## src/rtl/instr_queue.sv

```systemverilog
// Instruction queue between fetch and decode: DEPTH-entry FIFO of
// {pc, instr, pc_misalign, bus_err} with exception hold and redirect flush.
module instr_queue #(
    parameter int unsigned DEPTH       = 4,
    parameter int unsigned PC_WIDTH    = 32,
    parameter int unsigned INSTR_WIDTH = 32
) (
    input  logic                         clk,
    input  logic                         rst,
    input  logic                         flush_i,
    input  logic                         if_valid_i,
    output logic                         if_ready_o,
    input  logic [PC_WIDTH-1:0]          if_pc_i,
    input  logic [INSTR_WIDTH-1:0]       if_instr_i,
    input  logic                         if_pc_misalign_i,
    input  logic                         if_bus_err_i,
    output logic                         id_valid_o,
    input  logic                         id_ready_i,
    output logic [PC_WIDTH-1:0]          id_pc_o,
    output logic [INSTR_WIDTH-1:0]       id_instr_o,
    output logic                         id_pc_misalign_o,
    output logic                         id_bus_err_o,
    output logic [$clog2(DEPTH):0]       count_o
);

    localparam int unsigned PW = $clog2(DEPTH);
    localparam int unsigned CW = PW + 1;

    typedef struct packed {
        logic [PC_WIDTH-1:0]    pc;
        logic [INSTR_WIDTH-1:0] instr;
        logic                   pc_misalign;
        logic                   bus_err;
    } entry_t;

    entry_t          mem [DEPTH];
    logic [PW-1:0]   wr_ptr_q, wr_ptr_d;
    logic [PW-1:0]   rd_ptr_q, rd_ptr_d;
    logic [CW-1:0]   count_q, count_d;
    logic            excp_hold_q, excp_hold_d;
    logic            push_c, pop_c, not_empty_c;
    entry_t          head_c;

    // Handshake qualifiers depend only on registered state and flush.
    assign not_empty_c = (count_q != '0);
    assign if_ready_o  = !flush_i && !excp_hold_q && (count_q < CW'(DEPTH));
    assign id_valid_o  = !flush_i && not_empty_c;
    assign push_c      = if_valid_i && if_ready_o;
    assign pop_c       = id_valid_o && id_ready_i;

    // Head presentation, zeroed while empty.
    always_comb begin
        head_c = '0;
        if (not_empty_c) begin
            head_c = mem[rd_ptr_q];
        end
    end

    assign id_pc_o          = head_c.pc;
    assign id_instr_o       = head_c.instr;
    assign id_pc_misalign_o = head_c.pc_misalign;
    assign id_bus_err_o     = head_c.bus_err;
    assign count_o          = count_q;

    // Next-state for pointers, occupancy and exception hold.
    always_comb begin
        wr_ptr_d    = wr_ptr_q;
        rd_ptr_d    = rd_ptr_q;
        count_d     = count_q;
        excp_hold_d = excp_hold_q;
        if (flush_i) begin
            wr_ptr_d    = '0;
            rd_ptr_d    = '0;
            count_d     = '0;
            excp_hold_d = 1'b0;
        end else begin
            if (push_c) begin
                wr_ptr_d = wr_ptr_q + PW'(1);
                if (if_pc_misalign_i || if_bus_err_i) begin
                    excp_hold_d = 1'b1;
                end
            end
            if (pop_c) begin
                rd_ptr_d = rd_ptr_q + PW'(1);
            end
            case ({push_c, pop_c})
                2'b10:   count_d = count_q + CW'(1);
                2'b01:   count_d = count_q - CW'(1);
                default: count_d = count_q;
            endcase
        end
    end

    always_ff @(posedge clk) begin
        if (rst) begin
            wr_ptr_q    <= '0;
            rd_ptr_q    <= '0;
            count_q     <= '0;
            excp_hold_q <= 1'b0;
        end else begin
            wr_ptr_q    <= wr_ptr_d;
            rd_ptr_q    <= rd_ptr_d;
            count_q     <= count_d;
            excp_hold_q <= excp_hold_d;
        end
    end

    // Storage needs no reset; occupancy gates visibility.
    always_ff @(posedge clk) begin
        if (push_c) begin
            mem[wr_ptr_q] <= '{pc:          if_pc_i,
                               instr:       if_instr_i,
                               pc_misalign: if_pc_misalign_i,
                               bus_err:     if_bus_err_i};
        end
    end

    a_no_push_full: assert property (@(posedge clk) disable iff (rst)
        !(push_c && (count_q == CW'(DEPTH))));
    a_no_pop_empty: assert property (@(posedge clk) disable iff (rst)
        !(pop_c && (count_q == '0)));

endmodule

```

## config.mk

```make
export PLATFORM = sky130hd
export DESIGN_NAME = instr_queue
export DESIGN_NICKNAME = d
export VERILOG_FILES = /design/src/rtl/instr_queue.sv
export SDC_FILE = /design/constraint.sdc
export NUM_CORES = 1
export LEC_CHECK = 0
export ABC_AREA = 1
export CAP_MARGIN = 20
export CORE_MARGIN = 3
export CORE_UTILIZATION = 55
export CTS_CLUSTER_DIAMETER = 200
export DETAILED_ROUTE_END_ITERATION = 7
export PLACE_DENSITY = 0.85
export SLEW_MARGIN = 40
export SYNTH_ARGS = -nofsm -noshare
export SYNTH_HDL_FRONTEND = slang
export SYNTH_SLANG_ARGS = --single-unit
```

## constraint.sdc

```tcl
create_clock -name clk -period 5.57 [get_ports clk]
set_input_delay 1.671 -clock clk [delete_from_list [all_inputs] [get_ports clk]]
set_output_delay 1.671 -clock clk [all_outputs]
set_load 0.005 [all_outputs]
```

==> results.md <==
- Status: complete, no violations
- GRT Overall Usage: 0.208
- Wire length of the first global-routing pass: 35600 um
- Vias/cell: 5.44
- Detailed Place HPWL: 12400 um
- Worst Path Required: 3900 ps
- Worst setup SP type: input port
- GRT overflow: 0
- Max Clock Skew: 16.1 ps
- Final antenna-violating net count: 0
- Top cell type's share of synthesized area: 0.739
- Cell Pwr Density: 316 nW/um^2
- Syn Nets: roughly 930
- Clk_lat worst skew: 510 ps
- Core ar.: approximately 19000 sq um
- Most frequent cells in the layout: nor2_1, edfxtp_1, clkdlybuf4s50_1
- RSZ-0062 raised after global routing: false
- Root Buffer: clkbuf_16
- Pins Over Slew Limit: 0
- Clock Sink Count: between 200 and 300
- LEAKAGE: 4.42 nW
- Die Y: 146 um
- DR vias: 6878
- Post-route DRC: 0
- Mapped Cells: 857
- Setup TNS: 0 ps
- NumNets Final: 1068
- CP Max Fanout: 5
- Post-Route WL: 22500 um
- Synth warnings: 0
- P&R area growth vs syn: 22.5%
- Hold WC Path Type: flop to flop
- Worst Max-Slew Pin Slew: approximately 840 ps
- CTS tree: built
- Final period util: 0.839
- Setup bufs post-CTS: 0
- Clock Path Buffers: 3
- Area contributors post-synth: edfxtp_1, nor2_1, o21ai_1
- Top Ports: 142
- Crit end category: output pin
- CTS clk-pin slew, worst paths: 60 ps
- Max_cap viols: 0
- WL/cell: 17.8 um
- Cts-stage hold buffer count: 0
- Drt first pass iters: 5
- Gp weighted congestion: 0.711
- Row count: 50
- Syn Area/Cell: 12.5 sq um
- Hold Violations, Final: 0
- Cts repair resizes: 0
- Die area: 21200 sq um
- Initial antenna violation count: 1
- Sequential cell area fraction in the yosys report: 0.757
- Die W: between 100 and 150 um
- I/O Buffers: 141
- Area leader, netlist: edfxtp_1
- Final core occ: 0.694
- Peak VDD IR: about 0.28 mV
- Initial DRC Count: 407
- TritonCTS Buffers: 27
- Vias in the first global route: 6901
- Ratio of cells with drive above 1 in the final layout: 0.0577
- Commonest non-fill, non-tap cell in the layout: nor2_1
- Cell variety after synth: 23
- Final setup vio count: 0
- CP Data Arrival Time: approximately 3000 ps
- Clock H-tree levels: 1
- Largest net degree at the start of global routing: 133
- Hold Crit Start: rd_ptr_q[0]
- Inserted Diodes: 0
- Minimum clock period: 4670 ps
- Starting Density: 0.566
- Fillers: 1286
- Post-Syn Area: 10700 sq um
- Post-synthesis register bit count: 274
- Worst setup path class: input port to output pin
- Origin of the critical flop-to-flop path: count_o[2]
- CP Launch Point: flush_i
- Worst slew margin: 0.441
- Fmax: 214 MHz
registers in the layout, indices dropped and copies added (netlist names), named ones only:
register     flops
count_o          3
excp_hold_q      1
mem            264
rd_ptr_q         2
wr_ptr_q         2
per-layer routing:
metal	GRT usage	wire (um)
met1	0.271	9050
met2	0.365	11400
met3	0.0358	1480
met4	0.0603	538
met5	0	13
worst max-delay path, stage by stage:
cell and delay (ps):
clkdlybuf4s50_1 490, nor3_1 280, clkdlybuf4s50_1 560
final cells by class:
type	count	area (sq um)	area share
clock inverters	9	73.8	0.00561
repair buffers	155	1550	0.117
inverters	24	93.8	0.00714
clock buffers	34	702	0.0534
flip-flops and latches	274	8130	0.618
multi-input cells	509	2280	0.173
well taps	260	325	0.0247
metrics by stage:
stage                     hold slack [ps]  instances  worst slack, ps  instance area, sq um  total power [mW]
after global placement                449       1222              930                 12400              2.57
after detailed placement              463       1222              914                 12400              2.58
after floorplan                       443        857              167                 10700              2.43
final                                 475       1265              896                 13200              4.15
after CTS                             474       1265              896                 13100              4.18
after global routing                  545       1265              798                 13200              4.30
synth_stat cells:
master,n
nor2_1,276
edfxtp_1,264
o21ai_1,80
a21oi_1,72
o21ai_0,54
buf_2,27
inv_1,21
clkbuf_1,11
nand2_1,11
buf_4,10
dfxtp_1,10
ha_1,5
nand3_1,3
nand4_1,3
inv_2,2
a31oi_1,1
buf_1,1
buf_6,1
clkinv_2,1
fa_1,1
nand2_2,1
nor3_1,1
or2_2,1
power breakdown:
part           internal, mW  switching (mW)
Combinational         0.113           0.122
Sequential             2.30         0.00871
Clock                 0.927           0.684
logic make-up (layout without fill, tap and decap cells):
group           after synthesis  in the layout  synth area share
fa+ha+maj                     6              6           0.00769
buf+inv                      74            222            0.0333
compound gates              207            207            0.0966
simple gates                296            296             0.105
flops                       274            274             0.757
path summary, 6_finish.rpt:
| check | end | slack, ps | cells after the start |
|---|---|---|---|
| max | if_ready_o | 900 | 3 |
| min | flop | 470 | 2 |
| max reg2reg | mem[2][55] | 3450 | 4 |
| min reg2reg | flop | 470 | 2 |
(Power assumes the default switching activity.)
